$ cat config.mk
export PLATFORM = sky130hd
export DESIGN_NAME = pes_se_acc
export DESIGN_NICKNAME = d
export VERILOG_FILES = /design/src/rtl/pes_se_acc.sv
export SDC_FILE = /design/constraint.sdc
export NUM_CORES = 1
export LEC_CHECK = 0
export ABC_AREA = 1
export CAP_MARGIN = 30
export CELL_PAD_IN_SITES_DETAIL_PLACEMENT = 0
export CELL_PAD_IN_SITES_GLOBAL_PLACEMENT = 1
export CORE_ASPECT_RATIO = 0.7
export CORE_MARGIN = 2
export CORE_UTILIZATION = 33
export CTS_BUF_LIST = sky130_fd_sc_hd__clkbuf_16
export DETAILED_ROUTE_END_ITERATION = 10
export GPL_ROUTABILITY_DRIVEN = 0
export PLACE_DENSITY_LB_ADDON = 0.12
export SYNTH_ARGS = -nofsm -noshare
export SYNTH_HDL_FRONTEND = slang
export SYNTH_SLANG_ARGS = --single-unit
$ cat constraint.sdc
create_clock -name clk -period 4.6 [get_ports clk]
set_input_delay 0.46 -clock clk [delete_from_list [all_inputs] [get_ports clk]]
set_output_delay 0.46 -clock clk [all_outputs]
set_load 0.005 [all_outputs]
$ cat src/rtl/pes_se_acc.sv
// Batch accumulator behind the pes_se_M multiplier: sums up to N products per batch and hands the result downstream.
// Optional build macro PES_SE_ACC_SAT_EN: saturate the accumulator on overflow instead of wrapping.
module pes_se_acc #(
   parameter int PROD_W = 8,
   parameter int N      = 4,
   parameter int ACC_W  = 10,
   parameter int CNT_W  = 3
) (
   input  logic              clk,
   input  logic              rst,
   input  logic [PROD_W-1:0] prod,
   input  logic              prod_valid,
   output logic              prod_ready,
   input  logic              flush,
   output logic [ACC_W-1:0]  sum,
   output logic [CNT_W-1:0]  cnt,
   output logic              ovf,
   output logic              sum_valid,
   input  logic              sum_ready
);

   // state   | meaning
   // S_IDLE  | empty batch, waiting for the first product
   // S_ACCUM | batch open, adding products until N terms or flush
   // S_HOLD  | result presented, waiting for downstream to take it
   typedef enum logic [1:0] {S_IDLE, S_ACCUM, S_HOLD} state_t;

   state_t             state_q;
   state_t             state_d;
   logic [ACC_W-1:0]   acc_q;
   logic [CNT_W-1:0]   cnt_q;
   logic               ovf_q;
   logic               accept;
   logic               take;
   logic [ACC_W:0]     add_ext;
   logic               carry;
   logic [ACC_W-1:0]   acc_next;
   logic [CNT_W-1:0]   cnt_inc;

   assign accept  = prod_valid & prod_ready;
   assign take    = sum_valid & sum_ready;
   assign add_ext = {1'b0, acc_q} + (ACC_W+1)'(prod);
   assign carry   = add_ext[ACC_W];
   assign cnt_inc = cnt_q + CNT_W'(1);

`ifdef PES_SE_ACC_SAT_EN
   // Once saturated, the batch stays pinned at full scale until it is taken.
   assign acc_next = (carry | ovf_q) ? {ACC_W{1'b1}} : add_ext[ACC_W-1:0];
`else
   assign acc_next = add_ext[ACC_W-1:0];
`endif

   always_ff @(posedge clk) begin
      if (rst) begin
         state_q <= S_IDLE;
      end else begin
         state_q <= state_d;
      end
   end

   always_comb begin
      state_d = state_q;
      case (state_q)
         S_IDLE: begin
            if (accept) begin
               state_d = ((N == 1) || flush) ? S_HOLD : S_ACCUM;
            end
         end
         S_ACCUM: begin
            // A flush without a beat still closes a batch that holds at least one term.
            if (flush || (accept && (cnt_inc == CNT_W'(N)))) begin
               state_d = S_HOLD;
            end
         end
         S_HOLD: begin
            if (take) begin
               state_d = S_IDLE;
            end
         end
         default: state_d = S_IDLE;
      endcase
   end

   always_comb begin
      prod_ready = 1'b1;
      sum_valid  = 1'b0;
      if (state_q == S_HOLD) begin
         prod_ready = 1'b0;
         sum_valid  = 1'b1;
      end
   end

   always_ff @(posedge clk) begin
      if (rst) begin
         acc_q <= '0;
         cnt_q <= '0;
         ovf_q <= 1'b0;
      end else begin
         case (state_q)
            S_IDLE: begin
               if (accept) begin
                  acc_q <= ACC_W'(prod);
                  cnt_q <= CNT_W'(1);
                  ovf_q <= 1'b0;
               end
            end
            S_ACCUM: begin
               if (accept) begin
                  acc_q <= acc_next;
                  cnt_q <= cnt_inc;
                  ovf_q <= ovf_q | carry;
               end
            end
            S_HOLD: begin
               if (take) begin
                  acc_q <= '0;
                  cnt_q <= '0;
                  ovf_q <= 1'b0;
               end
            end
            default: begin
               acc_q <= '0;
               cnt_q <= '0;
               ovf_q <= 1'b0;
            end
         endcase
      end
   end

   assign sum = acc_q;
   assign cnt = cnt_q;
   assign ovf = ovf_q;

endmodule

==> impl_metrics.yaml, run 1 <==
global_routing:
  overflow: 0
  grt_pass1_vias: 1207
  grtUsageTotal_pct: 17.47
  grt_max_degree: 20
  top_usage_layer: "met2"
  met1_usage_pct: 23.67
  antenna_found_initial: 0
  use_met2_pct: 28.32
  grtUsageMet3_pct: 4.620
  grt_pass1_wl_mm: 5.589
finish:
  final_common_cell: "nand2_1"
  area_growth_syn_to_layout_pct: 32.68
  fillCellCount: 385
  regArea_um2: 320.3
  final_cell_area_um2: 1605
  n_antenna_cell: 0
  fin_nets: 238
  multi_input_comb_area_um2: 757.0
  fin_util_pct: 45.69
  stdcell_count: 263
  mostFrequentLayoutCells: "45 x nand2_1, 28 x clkdlybuf4s50_1, 25 x inv_1"
  drive_gt1_share_pct: 5.634
timing:
  rsz0062_at_grt: "no"
  slew_headroom_pct: 66.54
  fin_crit_sh_pct: 45.01
  clock-skew-final_ns: 0.003825
  worst_pin_slew_ns: 0.5014
  tns_ns: 0
  setup_violations: 0
  max_freq_ghz: 0.4830
  maxSlewViolCount: 0
  setup_ws_ns: 2.530
  worst_hold_slack_ns: 0.4531
  hold_viol: 0
  period_minus_slack_ns: 2.070
worst_setup_path:
  crit_type: "input port to flip-flop"
  crit_family: "adder cells"
  critPathArrivalTime_ns: 2.25
  start_kind: "input port"
  crit_chain: "clkdlybuf4s50_1 > ha_1 > fa_1 > nand2_1 > nor2_1 > nor2_1 > o21ai_0 > nand2_1 > nand2_1 > a21oi_1"
  worstPathMaxFanout: 3
  cpMaxStageDelayCell: "clkdlybuf4s50_1"
  required_ns: 4.78
  max_stage_delay_ns: 0.42
  crit_top_cell: "nand2_1"
  cp-end-kind: "flip-flop"
  critPathBufInv: 1
route:
  drc: 0
  vias: 1285
  wl_per_cell_um: 12.67
  firstDrtPassIters: 4
  first_iter_violations: 35
  ant_nets: 0
  viasPerCell: 4.886
  routed_wl_mm: 3.333
place:
  numPortBuffers: 28
  placed_cell_area_um2: 1526
  dp.cells: 259
  dpl_worst_slack_ns: 2.294
  dpl.hpwl_mm: 2.516
floorplanning:
  core-area_um2: 3513
  die-area_um2: 4174
  row_count: 18
  io_pins: 29
  die_w_um: 76.37
  start_util_pct: 34.44
  die_y_um: 54.66
logic_synthesis:
  ys_seq_elements: 16
  synth_fp_nets: 208
  synth.area.top_cells: "dfxtp_1 26%, nand2_1 14%, ha_1 10%"
  seq_area_frac_synth_pct: 26.47
  netlist.area_leader.share_pct: 26.47
  yosys.cell_types.count: 25
  synth_top_area_cell: "dfxtp_1"
  syn_area_um2: 1210
  synth_cells: 184
  ys_warn_count: 0
  synth_area_per_cell_um2: 6.576
flow_run:
  max_cap_viol_count: 0
power_and_ir_drop:
  vdd_drop_max_mv: 0.1661
  p_per_area_nw_per_um2: 335.7
  p_total_mw: 0.5389
  p_leak_nw: 0.7186
hold_path:
  worstHoldPathType: "flip-flop to flip-flop"
clock_network:
  post_cts_resized: 0
  post-cts-setup-buffers: 0
  cts.clk_slew.worst_paths_ns: 0.05
  hold_buffers: 0
  cts_made_buffers: 3
  cts_root_buf: "clkbuf_16"
  clk_latency_ns: 0.25
  cts_max_path_buffers: 2
  h-tree-depth: 1
  cts_tree: "built"
  cts.sinks: 16
run_status:
  status: "completed"
[layout make-up]
cell class	instances	area share [%]
clock buffers	3	4.677
repair buffers	28	17.46
flip-flops and latches	16	19.95
inverters	27	6.625
multi-input cells	138	47.16
clock inverters	1	0.2338
well taps	50	3.897
[kinds of logic (layout without fill, tap and decap cells)]
logic type      after synthesis  after routing  share of synthesized area [%]
simple gates                 87             87                          32.06
compound gates               40             40                          18.51
buf+inv                      30             59                          10.96
flops                        16             16                          26.47
fa+ha+maj                    11             11                          12.00
[path summary, 6_finish.rpt]
path                              start  endpoint  slack, ns  depth (start not counted)
worst max-delay path            prod[0]    sum[8]       2.53                         10
worst min-delay path                ovf       ovf       0.45                          2
worst max register to register   sum[0]    sum[8]       2.87                          9
worst min register to register      ovf       ovf       0.45                          2
[synth_stat cells, drive strengths merged]
cell type   n
nand2      46
inv        27
a21oi      21
nor2       18
dfxtp      16
nand3      16
o21ai      15
ha         10
nand3b      4
buf         3
a31oi       2
a211oi      1
fa          1
nand4       1
nor3        1
o31ai       1
or2         1
[state kept, by name (all words and copies together), names as in the netlist]
register,flops
state_q,2
sum,10
ovf,1
cnt,3
[worst min-delay path, stage by stage (launching register included)]
cell and delay, ns:
dfxtp_1 0.31, inv_1 0.05, a21oi_1 0.05
[power by group]
part	switching [mW]	total, mW	internal [mW]
logic	0.109	0.194	0.0854
registers	0.0163	0.171	0.154
clock network	0.0582	0.174	0.116
[per-layer routing]
metal	up-vias	share of wire, %	wire (um)
met2	31	43	1438
met3	4	5.8	193
met1	589	50	1674
met4	0	0.78	26
met5	-	0	0
li1	661	-	-
No activity file was read; power rests on OpenSTA's default activity.
==> run 2, diff against run 1 <==
==> constraint.sdc (replaced) <==
create_clock -name clk -period 2.1 [get_ports clk]
set_input_delay 0.21 -clock clk [delete_from_list [all_inputs] [get_ports clk]]
set_output_delay 0.21 -clock clk [all_outputs]
set_load 0.005 [all_outputs]
==> run 2 against run 1 <==
Net effect: critical path depth is the same; clock skew is essentially flat; total power grew 120%; combinational power grew 120%; die area is the same; final area grew 0.94%; global-route usage is essentially flat.
==> impl_metrics.yaml, run 2 (synthesis gave the netlist of run 1 again) <==
run_status:
  status: "completed"
route:
  viasPerCell: 4.694
  first_iter_violations: 51
  drc: 0
  wl_per_cell_um: 12.40
  firstDrtPassIters: 4
  vias: 1244
  ant_nets: 0
  routed_wl_mm: 3.285
floorplanning:
  row_count: 18
  core-area_um2: 3513
  die_w_um: 76.37
  die-area_um2: 4174
  start_util_pct: 34.44
  io_pins: 29
  die_y_um: 54.66
finish:
  largest_reg_flops: 10
  fillCellCount: 379
  stdcell_count: 265
  area_growth_syn_to_layout_pct: 33.92
  fin_nets: 240
  regArea_um2: 320.3
  final_common_cell: "nand2_1"
  drive_gt1_share_pct: 6.512
  mostFrequentLayoutCells: "45 x nand2_1, 28 x clkdlybuf4s50_1, 25 x inv_1"
  fin_util_pct: 46.12
  multi_input_comb_area_um2: 757.0
  n_antenna_cell: 0
worst_setup_path:
  critPathArrivalTime_ns: 2.02
  worstPathMaxFanout: 3
  r2r_slack_ns: 0.35
  crit_type: "input port to flip-flop"
  start_kind: "input port"
  required_ns: 2.28
  cp-end-kind: "flip-flop"
timing:
  rsz0062_at_grt: "no"
  hold_viol: 0
  max_freq_ghz: 0.5424
  tns_ns: 0
  slew_headroom_pct: 71.57
  worst_pin_slew_ns: 0.4248
  setup_violations: 0
  fin_crit_sh_pct: 87.80
  period_minus_slack_ns: 1.844
  clock-skew-final_ns: 0.003927
  maxSlewViolCount: 0
clock_network:
  post-cts-setup-buffers: 0
  clk_latency_ns: 0.25
  cts_made_buffers: 3
  post_cts_resized: 0
  cts_max_path_buffers: 2
  cts_tree: "built"
  cts.clk_slew.worst_paths_ns: 0.05
  cts_root_buf: "clkbuf_16"
  h-tree-depth: 1
  hold_buffers: 0
  cts.sinks: 16
power_and_ir_drop:
  p_per_area_nw_per_um2: 730.0
  vdd_drop_max_mv: 0.4703
  p_leak_nw: 0.7284
global_routing:
  grt_pass1_vias: 1118
  grt_max_degree: 20
  grtUsageTotal_pct: 17.44
  antenna_found_initial: 0
  grt_pass1_wl_mm: 5.533
  overflow: 0
place:
  numPortBuffers: 28
  dpl.hpwl_mm: 2.466
  dp.cells: 261
flow_run:
  max_cap_viol_count: 0
hold_path:
  worstHoldPathType: "flip-flop to flip-flop"
run 2: cell type report:
type | count | share of cell area, %
tap | 50 | 3.861
inverter | 27 | 6.564
clock inverter | 1 | 0.2317
multi-input combinational | 138 | 46.72
sequential | 16 | 19.77
clock buffer | 3 | 4.633
timing repair buffer | 30 | 18.22
run 2: worst max-delay path, stage by stage:
cell and delay (ns):
clkdlybuf4s50_1 0.43, ha_1 0.25, fa_1 0.42, nand2_1 0.11, nor2_1 0.05, nor2_1 0.13, o21ai_0 0.16, nand2_1 0.10
nand2_1 0.05, a21oi_1 0.11
run 2: final timing paths:
kind | startpoint | to | cells past startpoint
hold / removal | ovf | ovf | 2
hold reg to reg | ovf | ovf | 2
setup / recovery | prod[0] | sum[8] | 10
setup reg to reg | sum[0] | sum[8] | 9
run 2: power breakdown:
group / internal (mW) / switching (mW)
registers: 0.338 / 0.0350
logic: 0.194 / 0.237
clock network: 0.253 / 0.126
total: 0.785 / 0.397
run 2: through the flow:
stage	total power, mW	instance area, um2	hold slack, ns	worst slack, ns
final	1.183	1620	0.4525	0.2563
after global placement	0.8063	1541	0.4453	0.06975
after detailed placement	0.8111	1541	0.4455	0.02302
after floorplan	0.6475	1210	0.2791	0.5525
after global routing	1.279	1620	0.4919	0.07754
after CTS	1.203	1620	0.4537	0.2519
run 2: layer usage:
layer  GRT usage (%)  up-vias  part of all wire, %
li1                -      671                    -
met1           23.89      551                   54
met2           27.88       20                   41
met3           4.785        2                  4.4
met4           3.636        0                 0.30
met5               0        -                    0
